--- src/rtl/alu_pkg.sv ---
// Shared definitions for the execute-stage ALU sequencer: ALU operation codes,
// RV32 major opcodes, and the issue FSM state type.
// MWAIT exists only when ALU_ISSUE_MUL_EN is defined (multiply support).
package alu_pkg;

  // ALU operation codes as understood by the execute-stage ALU
  localparam logic [3:0] ALU_NONE = 4'd0;
  localparam logic [3:0] ALU_MUL  = 4'd1;
  localparam logic [3:0] ALU_ADD  = 4'd2;
  localparam logic [3:0] ALU_SLLI = 4'd3;
  localparam logic [3:0] ALU_XOR  = 4'd4;
  localparam logic [3:0] ALU_BEQ  = 4'd5;
  localparam logic [3:0] ALU_SUB  = 4'd6;
  localparam logic [3:0] ALU_BGE  = 4'd7;

  // Major opcodes handled by this block
  localparam logic [6:0] OP_REG    = 7'b0110011;
  localparam logic [6:0] OP_IMM    = 7'b0010011;
  localparam logic [6:0] OP_LOAD   = 7'b0000011;
  localparam logic [6:0] OP_STORE  = 7'b0100011;
  localparam logic [6:0] OP_BRANCH = 7'b1100011;

  typedef enum logic [1:0] {
    IDLE  = 2'd0,
    EXEC  = 2'd1,
`ifdef ALU_ISSUE_MUL_EN
    MWAIT = 2'd3,
`endif
    HOLD  = 2'd2
  } state_t;

endpackage

--- src/rtl/alu_op_decode.sv ---
// Purpose: translate opcode/funct3/funct7/imm[11:0] into the ALU op code and
//          operand-B select, flagging branches and unsupported encodings.
// Latency: purely combinational. Backpressure: none (no state).
// Ports: opcode/funct3/funct7/imm_lo in; alu_control, use_imm, is_branch, illegal out.
// Config: ALU_ISSUE_MUL_EN enables decoding of the R-type multiply (funct7=0000001).
module alu_op_decode
  import alu_pkg::*;
(
  input  logic [6:0]  opcode,
  input  logic [2:0]  funct3,
  input  logic [6:0]  funct7,
  input  logic [11:0] imm_lo,
  output logic [3:0]  alu_control,
  output logic        use_imm,
  output logic        is_branch,
  output logic        illegal
);

  always_comb begin
    alu_control = ALU_NONE;
    use_imm     = 1'b0;
    is_branch   = 1'b0;
    illegal     = 1'b0;
    case (opcode)
      OP_REG: begin
        if (funct3 == 3'b000 && funct7 == 7'b0000000) begin
          alu_control = ALU_ADD;
        end else if (funct3 == 3'b000 && funct7 == 7'b0100000) begin
          alu_control = ALU_SUB;
`ifdef ALU_ISSUE_MUL_EN
        end else if (funct3 == 3'b000 && funct7 == 7'b0000001) begin
          alu_control = ALU_MUL;
`endif
        end else if (funct3 == 3'b100 && funct7 == 7'b0000000) begin
          alu_control = ALU_XOR;
        end else begin
          illegal = 1'b1;
        end
      end
      OP_IMM: begin
        use_imm = 1'b1;
        if (funct3 == 3'b000) begin
          alu_control = ALU_ADD;
        end else if (funct3 == 3'b001 && imm_lo == 12'd2) begin
          // the ALU shifter is hard-wired to a shift of 2; any other amount is unsupported
          alu_control = ALU_SLLI;
        end else begin
          illegal = 1'b1;
        end
      end
      OP_LOAD, OP_STORE: begin
        // address generation only
        alu_control = ALU_ADD;
        use_imm     = 1'b1;
      end
      OP_BRANCH: begin
        if (funct3 == 3'b000) begin
          alu_control = ALU_BEQ;
          is_branch   = 1'b1;
        end else if (funct3 == 3'b101) begin
          alu_control = ALU_BGE;
          is_branch   = 1'b1;
        end else begin
          illegal = 1'b1;
        end
      end
      default: illegal = 1'b1;
    endcase
  end

endmodule

--- src/rtl/alu_issue_ctrl.sv ---
// Purpose: issue one decoded instruction at a time to the execute ALU and hold its result.
// Latency: accept->out_valid 2 cycles (non-MUL), 2+MUL_STALL (MUL), 1 (illegal).
// Backpressure: in_ready only in IDLE or in HOLD with out_ready; result held until out_ready.
// Ports: in_* valid/ready instruction in; alu_a/alu_b/alu_control to the ALU, alu_result/alu_zero
//        back; out_* valid/ready result, branch decision and illegal flag.
// Config: define ALU_ISSUE_MUL_EN to decode multiply and hold it MUL_STALL extra cycles (MWAIT).
module alu_issue_ctrl
  import alu_pkg::*;
#(
  parameter logic [3:0] MUL_STALL = 4'd2
) (
  input  logic        clk,
  input  logic        rst_n,
  input  logic        in_valid,
  output logic        in_ready,
  input  logic [6:0]  in_opcode,
  input  logic [2:0]  in_funct3,
  input  logic [6:0]  in_funct7,
  input  logic [31:0] in_rs1_val,
  input  logic [31:0] in_rs2_val,
  input  logic [31:0] in_imm,
  output logic [31:0] alu_a,
  output logic [31:0] alu_b,
  output logic [3:0]  alu_control,
  input  logic [31:0] alu_result,
  input  logic        alu_zero,
  output logic        out_valid,
  input  logic        out_ready,
  output logic [31:0] out_result,
  output logic        out_branch_taken,
  output logic        out_illegal
);

  state_t     state_q, state_d;
  logic [3:0] dec_control;
  logic       dec_use_imm;
  logic       dec_is_branch;
  logic       dec_illegal;
  logic       is_branch_q;
  logic       accept;
  logic       capture;

  alu_op_decode u_decode (
    .opcode      (in_opcode),
    .funct3      (in_funct3),
    .funct7      (in_funct7),
    .imm_lo      (in_imm[11:0]),
    .alu_control (dec_control),
    .use_imm     (dec_use_imm),
    .is_branch   (dec_is_branch),
    .illegal     (dec_illegal)
  );

  // HOLD releases its result and takes the next instruction in the same cycle
  assign in_ready  = (state_q == IDLE) || ((state_q == HOLD) && out_ready);
  assign accept    = in_valid && in_ready;
  assign out_valid = (state_q == HOLD);

`ifdef ALU_ISSUE_MUL_EN
  logic [3:0] cnt_q;
  logic       cnt_load;

  always_ff @(posedge clk or negedge rst_n) begin
    if (!rst_n) begin
      cnt_q <= 4'd0;
    end else if (cnt_load) begin
      cnt_q <= MUL_STALL;
    end else if (state_q == MWAIT) begin
      cnt_q <= cnt_q - 4'd1;
    end
  end
`else
  logic [3:0] unused_mul_stall;
  assign unused_mul_stall = MUL_STALL;
`endif

  always_ff @(posedge clk or negedge rst_n) begin
    if (!rst_n) begin
      state_q <= IDLE;
    end else begin
      state_q <= state_d;
    end
  end

  always_comb begin
    state_d = state_q;
    capture = 1'b0;
`ifdef ALU_ISSUE_MUL_EN
    cnt_load = 1'b0;
`endif
    case (state_q)
      IDLE: begin
        if (in_valid) begin
          state_d = dec_illegal ? HOLD : EXEC;
        end
      end
      EXEC: begin
`ifdef ALU_ISSUE_MUL_EN
        if (alu_control == ALU_MUL && MUL_STALL != 4'd0) begin
          cnt_load = 1'b1;
          state_d  = MWAIT;
        end else
`endif
        begin
          capture = 1'b1;
          state_d = HOLD;
        end
      end
`ifdef ALU_ISSUE_MUL_EN
      MWAIT: begin
        // alu_* have been stable for MUL_STALL cycles once the counter hits 1
        if (cnt_q == 4'd1) begin
          capture = 1'b1;
          state_d = HOLD;
        end
      end
`endif
      HOLD: begin
        if (out_ready) begin
          if (in_valid) begin
            state_d = dec_illegal ? HOLD : EXEC;
          end else begin
            state_d = IDLE;
          end
        end
      end
      default: state_d = IDLE;
    endcase
  end

  // ALU operands only change on a legal accept, so they stay put through illegal results
  always_ff @(posedge clk or negedge rst_n) begin
    if (!rst_n) begin
      alu_a       <= 32'd0;
      alu_b       <= 32'd0;
      alu_control <= ALU_NONE;
      is_branch_q <= 1'b0;
    end else if (accept && !dec_illegal) begin
      alu_a       <= in_rs1_val;
      alu_b       <= dec_use_imm ? in_imm : in_rs2_val;
      alu_control <= dec_control;
      is_branch_q <= dec_is_branch;
    end
  end

  // accept (IDLE/HOLD) and capture (EXEC/MWAIT) never coincide
  always_ff @(posedge clk or negedge rst_n) begin
    if (!rst_n) begin
      out_result       <= 32'd0;
      out_branch_taken <= 1'b0;
      out_illegal      <= 1'b0;
    end else if (accept && dec_illegal) begin
      out_result       <= 32'd0;
      out_branch_taken <= 1'b0;
      out_illegal      <= 1'b1;
    end else if (capture) begin
      out_result       <= alu_result;
      out_branch_taken <= is_branch_q ? alu_zero : 1'b0;
      out_illegal      <= 1'b0;
    end
  end

endmodule

--- config.mk ---
export PLATFORM = sky130hd
export DESIGN_NAME = alu_issue_ctrl
export DESIGN_NICKNAME = d
export VERILOG_FILES = /design/src/rtl/alu_pkg.sv /design/src/rtl/alu_op_decode.sv /design/src/rtl/alu_issue_ctrl.sv
export SDC_FILE = /design/constraint.sdc
export NUM_CORES = 1
export LEC_CHECK = 0
export CORE_MARGIN = 4
export CORE_UTILIZATION = 35
export DETAILED_ROUTE_END_ITERATION = 7
export GPL_ROUTABILITY_DRIVEN = 0
export PLACE_DENSITY = 0.73
export SKIP_LAST_GASP = 1
export SLEW_MARGIN = 30
export SYNTH_ARGS = -nofsm -noshare
export SYNTH_HDL_FRONTEND = slang
export SYNTH_SLANG_ARGS = --single-unit
export TNS_END_PERCENT = 30
--- constraint.sdc ---
create_clock -name clk -period 2.9 [get_ports clk]
set_input_delay 0.58 -clock clk [delete_from_list [all_inputs] [get_ports clk]]
set_output_delay 0.58 -clock clk [all_outputs]
set_load 0.03 [all_outputs]
---- Word-level counts from Yosys, hierarchy flattened ----
Cells that the tools add are included.
operators by class
  reduce and logical (&&, ||, !) cells .... 17
  multipliers ............................. 0
  divide/modulo/power cells ............... 0
  add/sub/neg operators ................... 0
  equality and inequality tests ........... 14
  shift-type cells ........................ 0
  bitwise operators ....................... 0
  multiplexer cells ....................... 34
  magnitude comparators ................... 0
operator list
  operator                                               count
  two-way mux 32 bit                                     3
  equality test 7 x 6 -> 1 bit, second input constant    3
  two-way mux 1 bit                                      17
  two-way mux 4 bit                                      4
  case mux 4 bit (4 select lines)                        1
  equality test 12 x 2 -> 1 bit, second input constant   1
  two-way mux 2 bit                                      5
  logical AND 1 bit                                      8
  equality test 7 x 2 -> 1 bit, second input constant    1
  equality test 7 x 5 -> 1 bit, second input constant    1
  equality test 7 bit, second input constant             1
  logical NOT 7 bit                                      1
  equality test 3 bit, second input constant             2
  two-way mux 3 bit                                      2
  case mux 2 bit (3 select lines)                        1
  case mux 1 bit (4 select lines)                        1
  equality test 3 x 1 -> 1 bit, second input constant    1
  logical NOT 3 bit                                      1
  OR reduction 3 bit                                     1
  equality test 2 x 1 -> 1 bit, second input constant    1
  equality test 2 bit, second input constant             1
  logical NOT 2 bit                                      1
  inequality test 2 x 1 -> 1 bit, second input constant  1
  inequality test 2 bit, second input constant           1
  other kinds (5)                                        5
storage, ports and cells
  register bits ........................... 105
  memory bits (writable) .................. 0
  memories kept ........................... 0
  ROM bits ................................ 0
  input port bits ......................... 150
  output and inout bits ................... 104
  logic and storage cells ................. 73
  bits in latches ......................... 0

---- Depth between registers and ports, before layout ----
  depth after elaboration ................. 10
  mapped depth ............................ 8
  depth with buffers taken out ............ 5

---- Hierarchy ----
From an unflattened synthesis, not the netlist that was laid out.
second synthesis, totals
  cell total of the unflattened synthesis .. 373
  area total of the unflattened synthesis .. 4,768.3 um^2
by module, submodules not included
  module          cells each  seq. area each (um^2)  area each (um^2)  times used
  alu_issue_ctrl  338         2,627.5                4,523.1           1
  alu_op_decode   35          0.0                    245.2             1

---- Worst setup path after synthesis ----
OpenSTA, ideal clock, no wires.
  path type ............................... input -> register
  start point ............................. input in_opcode[2]
  end point ............................... register alu_b[12]
  path buffers ............................ 1
  data arrival time ....................... 2,181 ps
  required time ........................... 2,772 ps
  setup time .............................. 128 ps
  stages on the path ...................... 6
  slack ................................... 592 ps
  cell sequence ........................... nand4bb_4 -> or2_2 -> a21oi_2 -> buf_2 -> mux2_2 -> mux2_1
between the ends
  word-level cells in the longest chain between the ends .. 5
  elaborated cells on any way between the ends .. 12
  those cells by class .................... 5 x eq/ne; 3 x mux; 4 x reduce/logical
ends and longest elaborated chain
  item                                                                          line                   source
  from (decl)                                                                   alu_issue_ctrl.sv:16   input logic [6:0] in_opcode,
  equality test 7 x 2 -> 1 bit or equality test 7 x 6 -> 1 bit (tied branches)  alu_op_decode.sv:24    case (opcode)
  OR reduction 2 bit                                                            alu_op_decode.sv:24
  case mux 1 bit (4 select lines)                                               alu_op_decode.sv:24
  logical NOT 1 bit                                                             alu_issue_ctrl.sv:138  end else if (accept && !dec_illegal) begin
  logical AND 1 bit                                                             alu_issue_ctrl.sv:138
  to (signal assigned)                                                          alu_issue_ctrl.sv:140  alu_b <= dec_use_imm ? in_imm : in_rs2_val;
  to (decl)                                                                     alu_issue_ctrl.sv:23   output logic [31:0] alu_b,
Several ways; a longest one is shown, not always the timed one.
A chain may end at the register's enable or synchronous reset.

---- Worst setup path after layout ----
  start point ............................. input out_ready
  end point ............................... output in_ready
between the ends
  word-level cells in the longest chain between the ends .. 2
ends and longest elaborated chain
  item               line                  source
  from (decl)        alu_issue_ctrl.sv:28  input logic out_ready,
  logical AND 1 bit  alu_issue_ctrl.sv:55  assign in_ready = (state_q == IDLE) || ((state_q == HOLD) && out_ready);
  logical OR 1 bit   alu_issue_ctrl.sv:55
  to (decl)          alu_issue_ctrl.sv:15  output logic in_ready,
No other way between the ends.

==> results by group <==
CTS
  • Worst-Skew Late Latency: between 0.3 and 0.4 ns
  • Resized cells post-CTS: 0
  • Num CTS Buffers: 9
  • Clk sink count: between 100 and 150
  • H-Tree Depth: 3
  • Clock transition at the registers of the reported paths: approximately 0.07 ns
  • Post CTS Setup Buffer Count: 0
  • CTS Root Buffer Type: clkbuf_16
  • Max Buffers Root-to-Sink: 2
  • Hold-fix buffers at CTS: 0
  • CTS tree: built

Synth
  • Cells after synthesis: roughly 370
  • Avg Cell Area, Syn: roughly 13 um2
  • Syn Nets: 522
  • Number of flops mapped to enable cells by yosys: 0
  • Seq/Total Area, Yosys: 55.6%
  • Synth Warn #: 0
  • Synth Flop Type: dfrtp_1
  • Yosys cell types: 40
  • Async SR Flop Fraction: 100%
  • Yosys reg bits: about 100
  • Cell Area, Synth: approximately 4700 um2

Finish
  • Final net count: slightly below 800
  • Fill cells: between 1000 and 1500
  • ANT cells: 0
  • Share of layout cells above drive strength 1: between 20% and 30%
  • Area grow syn2layout: 65.4%
  • Commonest non-fill, non-tap cell in the layout: clkdlybuf4s50_1
  • Most frequent cells in the layout: 251 x clkdlybuf4s50_1, 104 x dfrtp_1, 70 x mux2_2, 69 x nand2_1, 35 x a21oi_1

Routing
  • Vias per cell: roughly 4.7
  • Starting DRT DRC Count: 163
  • Via count: roughly 3800
  • DR DRC count: 0
  • Detailed Routing Iterations Pass 1: 4
  • Routed Antenna Nets: 0
  • Wire per inst: around 17 um
  • Final WL: 13.7 mm

Timing
  • Fmax: 0.381 GHz
  • Fin crit period: ~2.6 ns
  • Pins Over Slew Limit: 0
  • Clk_skew: 0.00848 ns
  • Setup repair after global routing missed its margin: false
  • Final hold violations: 0
  • Min Hold Slack: approximately 0.32 ns
  • Period utilization: approximately nine tenths
  • Endpoints failing setup: 0
  • Max-slew headroom: 45.6%
  • Setup TNS: 0 ns
  • Worst-Margin Slew: slightly above 0.8 ns

Pwr
  • Static leakage: between 0.003 and 0.004 uW
  • Sequential power share: between 40 and 50%
  • Clock group share of total power: between 20 and 30%
  • Internal: 3030 uW
  • PwrDens: ~560 nW/um2
  • Combinational fraction of design power: about a third
  • Net Sw Frac: a little under a third
  • Switch Pwr: approximately 1300 uW
  • Worst IR drop on VDD: ~0.00030 V

Setup path
  • CP peak stage delay: roughly 0.7 ns
  • Crit end category: primary output
  • Crit path max-delay cell type: clkdlybuf4s50_1
  • Critical Path Most Common Cell: clkdlybuf4s50_1
  • Worst Path Buf+Inv: 3
  • CP startpoint kind: input port
  • Crit path max fanout: 2
  • Worst Path Arrival: 2.04 ns
  • CP delay by family, top: buffers and inverters
  • Critical Path RT: approximately 2.3 ns
  • Critical path class: input port to primary output
  • Worst path cell trace: clkdlybuf4s50_1, inv_1, a21oi_1, clkdlybuf4s50_1

Floorplanning
  • Initial core utilization: approximately 36%
  • Num rows: 42
  • CORE AREA: ~13000 um2
  • Die H: 124 um
  • Io pins: 254
  • Chip width: between 100 and 150 um
  • Full die area: 15300 um2

Global route
  • First-pass GRT wire length: approximately 21 mm
  • Initial antenna violation count: 0
  • GRT Util Overall: between 10% and 20%
  • Total grt overflow: 0
  • Largest net degree at the start of global routing: 63
  • Via count of the first global-routing pass: between 3000 and 4000

Place
  • IO buf count: about 250
  • DP HPWL: about 11 mm

Status
  • Run status: finished clean

Hold path
  • Min-Delay Path Class: input port to async pin

Flow run
  • Max cap viols: 0
==> worst paths after layout <==
kind / from / slack, ns / cells after the start / end
max in group asynchronous: rst_n / 1.87 / 2 / alu_b[22]$_DFFE_PN0P_
min in group clk: out_illegal$_DFFE_PN0P_ / 0.48 / 1 / out_illegal$_DFFE_PN0P_
worst max register to register: state_q[1]$_DFFE_PN0P_ / 1.26 / 5 / alu_b[31]$_DFFE_PN0P_
worst max-delay path: out_ready / 0.28 / 4 / in_ready
worst min-delay path: rst_n / 0.32 / 1 / out_result[17]$_DFFE_PN0P_
worst min register to register: out_illegal$_DFFE_PN0P_ / 0.48 / 1 / out_illegal$_DFFE_PN0P_
==> cells in the mapped netlist, types with 2 or more instances <==
master / count / share of area, %
a211o_1: 2 / 0.37
a21oi_1: 35 / 3.7
buf_2: 10 / 1.1
buf_6: 3 / 0.72
clkbuf_1: 9 / 0.72
dfrtp_1: 104 / 56
inv_1: 5 / 0.40
mux2_1: 8 / 1.9
mux2_2: 70 / 17
mux2_4: 20 / 6.4
nand2_1: 69 / 5.5
nand2b_1: 2 / 0.27
nand3_1: 2 / 0.21
nor2b_1: 2 / 0.27
nor3_1: 2 / 0.21
nor4_1: 3 / 0.40
nor4b_1: 2 / 0.37
o41ai_1: 2 / 0.37
==> stage by stage <==
step           utilization [%]  instances  setup WS (ns)  instance area, um2  total power, uW
6_report                  58.7        802          0.275                7750             4370
5_1_grt                   58.7        802          0.188                7750             4570
4_1_cts                   58.7        802          0.251                7750             4440
3_5_place_dp              56.5        786         0.0976                7450             3210
3_3_place_gp              56.5        786          0.113                7450             3180
2_1_floorplan                -        372          0.592                4680             2450
==> worst register-to-register path: stages, from the launching register on <==
cell and delay [ns]:
dfrtp_1 0.41, a21oi_1 0.16, and2_1 0.25, nand3_4 0.12, buf_12 0.22, mux2_1 0.37
==> metal layers <==
| layer | up-vias | GRT usage (%) | share of wire (%) |
|---|---|---|---|
| met5 | - | 0 | 0 |
| met4 | 0 | 6.85 | 1.9 |
| met3 | 15 | 7.81 | 12 |
| met2 | 177 | 29.9 | 49 |
| met1 | 1818 | 19.0 | 37 |
| li1 | 1786 | - | - |
==> state kept, by name, summed over array words and instances, names as in the netlist <==
signal	cells
alu_b	32
out_branch_taken	1
alu_a	32
state_q	2
is_branch_q	1
out_illegal	1
alu_control	3
out_result	32
==> area by class of cell <==
cell class / instances / area [um2] / share of cell area (%)
Tap cell: 176 / 220 / 2.84
Multi-Input combinational cell: 240 / 1960 / 25.3
Clock inverter: 7 / 71.3 / 0.921
Timing Repair Buffer: 261 / 2650 / 34.2
Sequential cell: 104 / 2600 / 33.6
Inverter: 5 / 18.8 / 0.242
Clock buffer: 9 / 225 / 2.91
==> power groups by stage <==
stage | Combinational [uW] | Clock [uW] | Sequential, uW
after detailed placement | 1410 | 0 | 1790
after floorplan | 273 | 0 | 2170
after CTS | 1420 | 1250 | 1770
final | 1400 | 1200 | 1760
after global placement | 1400 | 0 | 1780
after global routing | 1470 | 1300 | 1790
==> logic make-up after synthesis <==
kind of cell	Yosys count	share of synthesized area, %
flip-flops	104	55.6
multiplexers	99	25.4
AND/OR/NAND/NOR	93	9.86
AO/OA/AOI/OAI	45	5.69
buffers and inverters	28	3.07
XOR/XNOR	2	0.374
other	1	0.0801
Power figures use the tool's default switching activity.
==> edit (same settings) <==
Add a define of `ALU_ISSUE_MUL_EN`.
--- a/src/rtl/alu_pkg.sv
+++ b/src/rtl/alu_pkg.sv
@@ -1,6 +1,8 @@
 // Shared definitions for the execute-stage ALU sequencer: ALU operation codes,
 // RV32 major opcodes, and the issue FSM state type.
 // MWAIT exists only when ALU_ISSUE_MUL_EN is defined (multiply support).
+`define ALU_ISSUE_MUL_EN
+
 package alu_pkg;
 
   // ALU operation codes as understood by the execute-stage ALU
Function: changed (Yosys sat finds a counterexample within 4 cycles, from zero or initial values and one cycle with rst_n low).
==> edit against the unedited design <==
Critical path type is now in -> reg. Utilization grew 4.0 points. Sequential cell count grew 4. Total power shrank 0.19%. Routed wire length grew 12%. Area after synthesis grew 3.3%. Count of clock-buffer cells in the layout is the same. Design area grew 8.4%. Setup slack lost 0.10 ns.
==> edit: results (changes against the unedited design) <==
outcome=complete, no violations (unchanged); vias in the first global route=4604 (was 3869); DR iter-0 viols=138 (was 163); vias per cell=4.85 (was 4.73); hold slack final=0.212 ns (was 0.318 ns); nets@finish=836 (was 771); Critical Path AT=2.96 ns (was 2.04 ns); worst vdd ir=0.362 mV (was 0.296 mV); Post-Synth XOR/XNOR Area=0.724% (was 0.374%); detailed placement HPWL=11600 µm (was 10700 µm); global-route wire length before repair=23500 µm (was 20600 µm); slowest stage delay, CP=0.53 ns (was 0.71 ns); sequential area share after synthesis=55.9% (was 55.6%); list of most frequent post-synthesis cells=dfrtp_1, mux2_2, nand2_1 (unchanged); Synth Area in Adders=0.724% (was 0%); layout cell share with drive strength beyond 1=22.4% (was 20.1%); critical path type=in -> reg (was in -> out); CP max FO=8 (was 2); Synth area leaders=dfrtp_1, mux2_2, nand2_1, a21oi_1, mux2_1 (was dfrtp_1, mux2_2, mux2_4, nand2_1, a21oi_1); gr usage total=18.6% (was 17.5%); multiplexer share of the synthesized area=23.2% (was 25.4%); number of fill cells=1083 (was 1072); clk_skew=0.00806 ns (was 0.00848 ns); worst slew pin tran=0.620 ns (was 0.816 ns); FF-to-FF setup slack=0.96 ns (was 1.26 ns); Syn Nets=559 (was 522); WL per Instance=17.8 µm (was 17.1 µm); Compound-Gate Fraction of Synth Area=5.84% (was 5.69%); library cells used by synthesis=39 (was 40)
## edit: worst paths after layout
path	cells after the start	start	end
worst max-delay path	8	in_funct7[4]	alu_a[26]
worst min-delay path	1	rst_n	alu_a[8]
worst max register to register	5	alu_control[1]	out_result[5]
worst min register to register	1	out_illegal	out_illegal
max in group asynchronous	2	rst_n	alu_a[26]
min in group clk	1	out_illegal	out_illegal
## edit: final cells by class
class | instances | area (µm²) | area share (%)
timing repair buffer | 289 | 3060 | 36.4
sequential | 108 | 2700 | 32.2
multi-input combinational | 268 | 2110 | 25.2
clock buffer | 9 | 225 | 2.68
tap | 176 | 220 | 2.62
clock inverter | 7 | 50.0 | 0.596
inverter | 8 | 30.0 | 0.358
## edit: stage by stage
stage               TNS, ns  utilization (%)  cells  area, µm²
floorplan                 0                -    407       4840
global placement     -30.65             58.2    840       7800
detailed placement   -33.62             58.2    840       7800
CTS                       0             60.3    857       8090
global route              0             62.7    865       8400
finish                    0             62.7    865       8400
## edit: cells by family (layout without fill, tap and decap cells)
family,Yosys count,in the layout
simple gates,110,110
flops,108,108
mux,100,100
compound gates,50,50
buf+inv,31,313
xor+xnor,4,4
fa+ha+maj,3,3
other cells,1,1
## edit: report_power, final
part	switching [mW]	total, mW	internal, mW	leakage (nW)
clock	0.565	1.15	0.587	0.140
combinational	0.661	1.38	0.715	2.02
sequential	0.128	1.83	1.70	1.44
total	1.35	4.36	3.01	3.60
## edit: per-layer routing
layer	global-route usage, %	up-vias	share of wire [%]
met2	32.3	163	51
met4	7.53	0	2.9
li1	-	1962	-
met3	6.61	32	8.3
met5	0	-	0
met1	20.7	2038	38
## edit: timing repair
| action | CTS | global route |
|---|---|---|
| cloned | 0 | 6 |
| gates resized for setup | 0 | 43 |
| buffers inserted | 1 | 2 |
| setup endpoints to repair | 60 | 65 |
| pin swaps | 1 | 6 |
## edit: worst max-delay path, delay by kind of cell
kind	cells	cell delay, ns
and+or+nand+nor	3	1.19
muxes	1	0.30
buffers and inverters	3	0.52
AOI/OAI and AO/OA	1	0.38
